==> src/rtl/pixel_binarizer.sv <==
// Binarizes 8-bit grayscale pixels against a frame-synchronous threshold and counts foreground per frame.
// Fixed 2-cycle pixel latency; no backpressure, so bubbles simply propagate as pixel_valid_out = 0.
module pixel_binarizer #(
    parameter logic [7:0] INIT_THRESHOLD = 8'd128,
    parameter logic [7:0] MIN_THRESHOLD  = 8'd5,
    parameter logic [7:0] MAX_THRESHOLD  = 8'd250,
    parameter int         HWIDTH         = 11,
    parameter int         VWIDTH         = 10,
    parameter int         COUNT_WIDTH    = 20
) (
    input  logic                   clk_in,
    input  logic                   rst_n_in,
    input  logic [7:0]             threshold_in,
    input  logic                   threshold_valid_in,
    input  logic [7:0]             pixel_in,
    input  logic                   pixel_valid_in,
    input  logic                   frame_start_in,
    input  logic [HWIDTH-1:0]      hcount_in,
    input  logic [VWIDTH-1:0]      vcount_in,
    output logic                   pixel_out,
    output logic                   pixel_valid_out,
    output logic [HWIDTH-1:0]      hcount_out,
    output logic [VWIDTH-1:0]      vcount_out,
    output logic [7:0]             threshold_out,
    output logic [7:0]             active_threshold_out,
    output logic                   update_pending_out,
    output logic [COUNT_WIDTH-1:0] ones_count_out,
    output logic                   frame_done_out
);

    logic [7:0]             shadow;
    logic [7:0]             active;
    logic                   pending;
    logic                   seen_frame;
    logic [COUNT_WIDTH-1:0] fg_count;

    logic                   s1_vld;
    logic                   s1_fs;
    logic [7:0]             s1_pix;
    logic [7:0]             s1_thr;
    logic [HWIDTH-1:0]      s1_h;
    logic [VWIDTH-1:0]      s1_v;

    logic [7:0] clamped;
    logic       promote;
    logic [7:0] thr_sel;
    logic       s1_res;

    always_comb begin
        clamped = threshold_in;
        if (threshold_in < MIN_THRESHOLD) begin
            clamped = MIN_THRESHOLD;
        end else if (threshold_in > MAX_THRESHOLD) begin
            clamped = MAX_THRESHOLD;
        end
        promote = pixel_valid_in && frame_start_in && pending;
        // The promoting pixel bypasses to the shadow so the whole frame sees one threshold.
        thr_sel = promote ? shadow : active;
        s1_res  = s1_vld && (s1_pix >= s1_thr);
    end

    assign threshold_out        = shadow;
    assign active_threshold_out = active;
    assign update_pending_out   = pending;

    always_ff @(posedge clk_in) begin
        if (!rst_n_in) begin
            shadow          <= INIT_THRESHOLD;
            active          <= INIT_THRESHOLD;
            pending         <= 1'b0;
            seen_frame      <= 1'b0;
            fg_count        <= '0;
            s1_vld          <= 1'b0;
            s1_fs           <= 1'b0;
            s1_pix          <= '0;
            s1_thr          <= '0;
            s1_h            <= '0;
            s1_v            <= '0;
            pixel_out       <= 1'b0;
            pixel_valid_out <= 1'b0;
            hcount_out      <= '0;
            vcount_out      <= '0;
            ones_count_out  <= '0;
            frame_done_out  <= 1'b0;
        end else begin
            if (promote) begin
                active  <= shadow;
                pending <= 1'b0;
            end
            // A strobe coinciding with promotion lands after the old shadow is promoted.
            if (threshold_valid_in) begin
                shadow  <= clamped;
                pending <= 1'b1;
            end

            s1_vld <= pixel_valid_in;
            s1_fs  <= pixel_valid_in && frame_start_in;
            s1_pix <= pixel_in;
            s1_thr <= thr_sel;
            s1_h   <= hcount_in;
            s1_v   <= vcount_in;

            pixel_out       <= s1_res;
            pixel_valid_out <= s1_vld;
            hcount_out      <= s1_vld ? s1_h : '0;
            vcount_out      <= s1_vld ? s1_v : '0;

            frame_done_out <= 1'b0;
            if (s1_fs) begin
                seen_frame <= 1'b1;
                fg_count   <= s1_res ? COUNT_WIDTH'(1) : '0;
                if (seen_frame) begin
                    ones_count_out <= fg_count;
                    frame_done_out <= 1'b1;
                end
            end else if (s1_res && !(&fg_count)) begin
                fg_count <= fg_count + COUNT_WIDTH'(1);
            end
        end
    end

endmodule

==> config.mk <==
export PLATFORM = sky130hd
export DESIGN_NAME = pixel_binarizer
export DESIGN_NICKNAME = d
export VERILOG_FILES = /design/src/rtl/pixel_binarizer.sv
export SDC_FILE = /design/constraint.sdc
export NUM_CORES = 1
export LEC_CHECK = 0
export CORE_AREA = 4 4 104 106
export DETAILED_ROUTE_END_ITERATION = 16
export DIE_AREA = 0 0 108 110
export PLACE_DENSITY_LB_ADDON = 0.08
export RECOVER_POWER = 50
export SYNTH_ARGS = -nofsm -noshare
export SYNTH_HDL_FRONTEND = slang
export SYNTH_SLANG_ARGS = --single-unit
==> constraint.sdc <==
create_clock -name clk_in -period 2.1 [get_ports clk_in]
set_input_delay 0.42 -clock clk_in [delete_from_list [all_inputs] [get_ports clk_in]]
set_output_delay 0.42 -clock clk_in [all_outputs]
set_load 0.02 [all_outputs]
==> summary.md <==
• **WP data arrival** 2.53 ns
• **via count** 3446
• **number of design-rule violations left by the first detailed-router iteration** 98
• **fmax** 468 MHz
• **P_leak** 2.41 nW
• **minimum setup slack in the final design** -0.0351 ns
• **antenna violations before repair** 0
• **leading cell type in the layout, fill and taps excluded** sky130_fd_sc_hd__dfxtp_1
• **maximum fanout encountered on the critical timing path** 9
• **GRT Max-Usage Layer** met2
• **CP top delay family** compound AO/OA/AOI/OAI gates
• **worst clock skew on the final layout** 0.00714 ns
• **antenna viol nets, final** 0
• **width of the die** 108 um
• **final setup fails** 8
• **area delta synth->final** 45.2%
• **height of the die** 110 um
• **GRT met1 Usage** 21.0%
• **MaxCap Viol Count** 0
• **Setup crit start kind** flip-flop
• **Total Power Consumption** 5.51 mW
• **Placeable Area** 0.00977 mm^2
• **filler-free cell count of the finished design** 694
• **post-placement setup slack** 0.0466 ns
• **CTS tree** done
• **number of buffers inserted during clock tree synthesis** 17
• **number of standard cells after synthesis** 444
• **mean routed wirelength per cell** 14.7 um
• **number of endpoints with negative hold slack in the final report** 0
• **hold_ws** 0.452 ns
• **H-tree level count** 4
• **sort of element at the end of the critical path** flip-flop
• **fraction of the cycle the final worst path needs** 102%
• **residual DRC count** 0
• **Hold Crit Depth** 2
• **net count after synthesis** 495
• **wirelength, routed** 10.2 mm
• **type of the worst min-delay path** reg2reg
• **IR drop worst, VDD** 466 uV
• **routability-driven placement congestion ratio** 0.779
• **Layout Nets** 599
• **Cell Count Post-Placement** 654
• **post-route cell area** 0.00615 mm^2
• **outcome** finished, violations left
• **setup repair after global routing missed its margin** true
• **most frequent cells in the layout** sky130_fd_sc_hd__dfxtp_1 (110), sky130_fd_sc_hd__clkdlybuf4s50_1 (101), sky130_fd_sc_hd__nand2_1 (53), sky130_fd_sc_hd__a21oi_1 (35), sky130_fd_sc_hd__and3_1 (28)
• **fraction of final layout cells with drive strength greater than 1** 16.6%
• **number of placed I/O pins** 103
• **standard cell area after detailed placement** 0.00531 mm^2
• **Post-DP HPWL** 6.56 mm
• **transition time at the pin with the least slew margin** 0.811 ns
• **count of flip-flops with a built-in enable after synthesis** 0
• **cell at the root of the clock tree** sky130_fd_sc_hd__clkbuf_8
• **power density relative to cell area** 896 mW/mm^2
• **number of global-route vias before repair** 3274
• **Main synth FF type** sky130_fd_sc_hd__dfxtp_1
• **number of placement rows** 36
• **aggregate global routing overflow** 0
• **Critical Path Slowest Stage Cell** sky130_fd_sc_hd__a311o_1
• **required arrival time at the worst endpoint** 2.50 ns
• **count of cells along the worst register-to-register path** 9
• **fraction of registers with async set/reset** 0%
• **number of iterations in the first detailed-routing pass** 4
• **Crit. path cell count** 9
• **synthesized area per cell** 9.55 um^2
• **Clock Path Buffers** 2
• **pins over their slew limit** 0
• **overall die area** 0.0119 mm^2
• **via-per-instance ratio** 4.97
• **worst slew slack as a fraction of its limit** 46.0%
• **post-synth design cell area** 0.00424 mm^2
• **cell-by-cell listing of the critical path** inv_1 > ha_1 > nand2b_4 > a2111o_1 > a311o_1 > nand2_4 > buf_6 > or3_1 > a21oi_1
• **share of the yosys chip area belonging to registers** 53.8%
• **clock transition time at the flip-flop clock pins of the worst setup and hold paths** 0.06 ns
• **buffering stage count on the worst path with inverters included** 2
• **clock net sink count** 114
• **count of synthesis-stage warnings from yosys** 0
• **worst-skew pair later-pin latency** 0.51 ns
• **highest cell delay on the worst timing path** 0.37 ns
• **post-layout min period** 2.14 ns
• **largest net degree at the start of global routing** 57
• **type of the worst setup path** reg2reg
• **number of storage elements in the synthesis netlist** 114
• **met3 Resource Use GR** 5.36%
• **Global Route met2 Usage** 27.6%
• **violated checks** negative setup slack
• **global-route wire length before repair** 15.6 mm
• **starting utilization of the core area** 43.4%
• **count of input and output buffers** 102
• **post-synthesis cell type count** 36
• **global-route total usage across every layer** 16.7%
• **n_diodes** 0
logic make-up (layout without fill, tap and decap cells):
logic type | count (synthesis) | in the layout | share of synthesized area (%)
simple gates | 189 | 189 | 24.1
flops | 114 | 114 | 53.8
mux | 13 | 13 | 3.07
fa+ha+maj | 9 | 9 | 2.66
compound gates | 76 | 76 | 10.5
buf+inv | 43 | 160 | 5.81
per-stage QoR:
step	utilization, %	setup TNS, ns
finish	63.0	-0.117
global route	63.0	-1.71
CTS	60.6	0
detailed placement	54.3	0
global placement	54.3	0
floorplan	-	0
state kept, by name, indices dropped and copies added (netlist names), 8 cells and up:
signal                count
fg_count                 20
ones_count_out           20
hcount_out               11
s1_h                     11
s1_v                     10
vcount_out               10
active_threshold_out      8
s1_pix                    8
threshold_out             8
per-layer routing:
metal / share of wire (%) / routed length (um) / up-vias
li1: - / - / 1730
met1: 43 / 4380 / 1618
met2: 51 / 5180 / 82
met3: 5.2 / 530 / 16
met4: 1.2 / 122 / 0
met5: 0 / 0 / -
final timing paths:
kind / startpoint / endpoint / slack, ns
setup reg to reg: s1_pix[0] / fg_count[7] / -0.04
hold / removal: ones_count_out[0] / ones_count_out[0] / 0.45
setup / recovery: s1_pix[0] / fg_count[7] / -0.04
hold reg to reg: ones_count_out[0] / ones_count_out[0] / 0.45
cells in the mapped netlist, drive strengths merged (2+ instances only):
master  instances  area (um^2)
dfxtp         114         2280
o21a            2         15.0
and2           34          215
ha              9          113
clkbuf         17         63.8
o21ai          21          105
nand2          55          209
nand4           6         43.8
or3            12         75.1
o31ai           4         30.0
buf            16          140
mux2i          13          130
and4            4         45.0
nor2           21         78.8
a21oi          44          246
o211ai          2         15.0
inv             9         33.8
or4             6         45.0
nand2b          4         25.0
nand3          15         75.1
and3           30          198
tightest hold or removal path: stages (launching register included):
cell                      delay [ns]
sky130_fd_sc_hd__dfxtp_1        0.30
sky130_fd_sc_hd__nand2_1        0.05
sky130_fd_sc_hd__a21oi_1        0.05
what timing repair did:
item                                    CTS  global route
hold buffers                              0             0
resized for setup                         0            37
setup buffers                             0             2
endpoints found under the setup margin    0            20
power breakdown:
group | switching, mW | internal (mW) | total [mW]
sequential | 0.0245 | 2.22 | 2.25
combinational | 0.163 | 0.188 | 0.352
clock | 1.03 | 1.89 | 2.92
total | 1.22 | 4.30 | 5.51
layout make-up:
cell class / instances / area, um^2
multi-input cells: 287 / 1830
clock inverters: 13 / 173
inverters: 9 / 33.8
fillers: 850 / 3620
repair buffers: 119 / 1220
flip-flops and latches: 114 / 2290
clock buffers: 19 / 442
well taps: 133 / 166
Note: power is estimated with default switching activity, not from simulation.
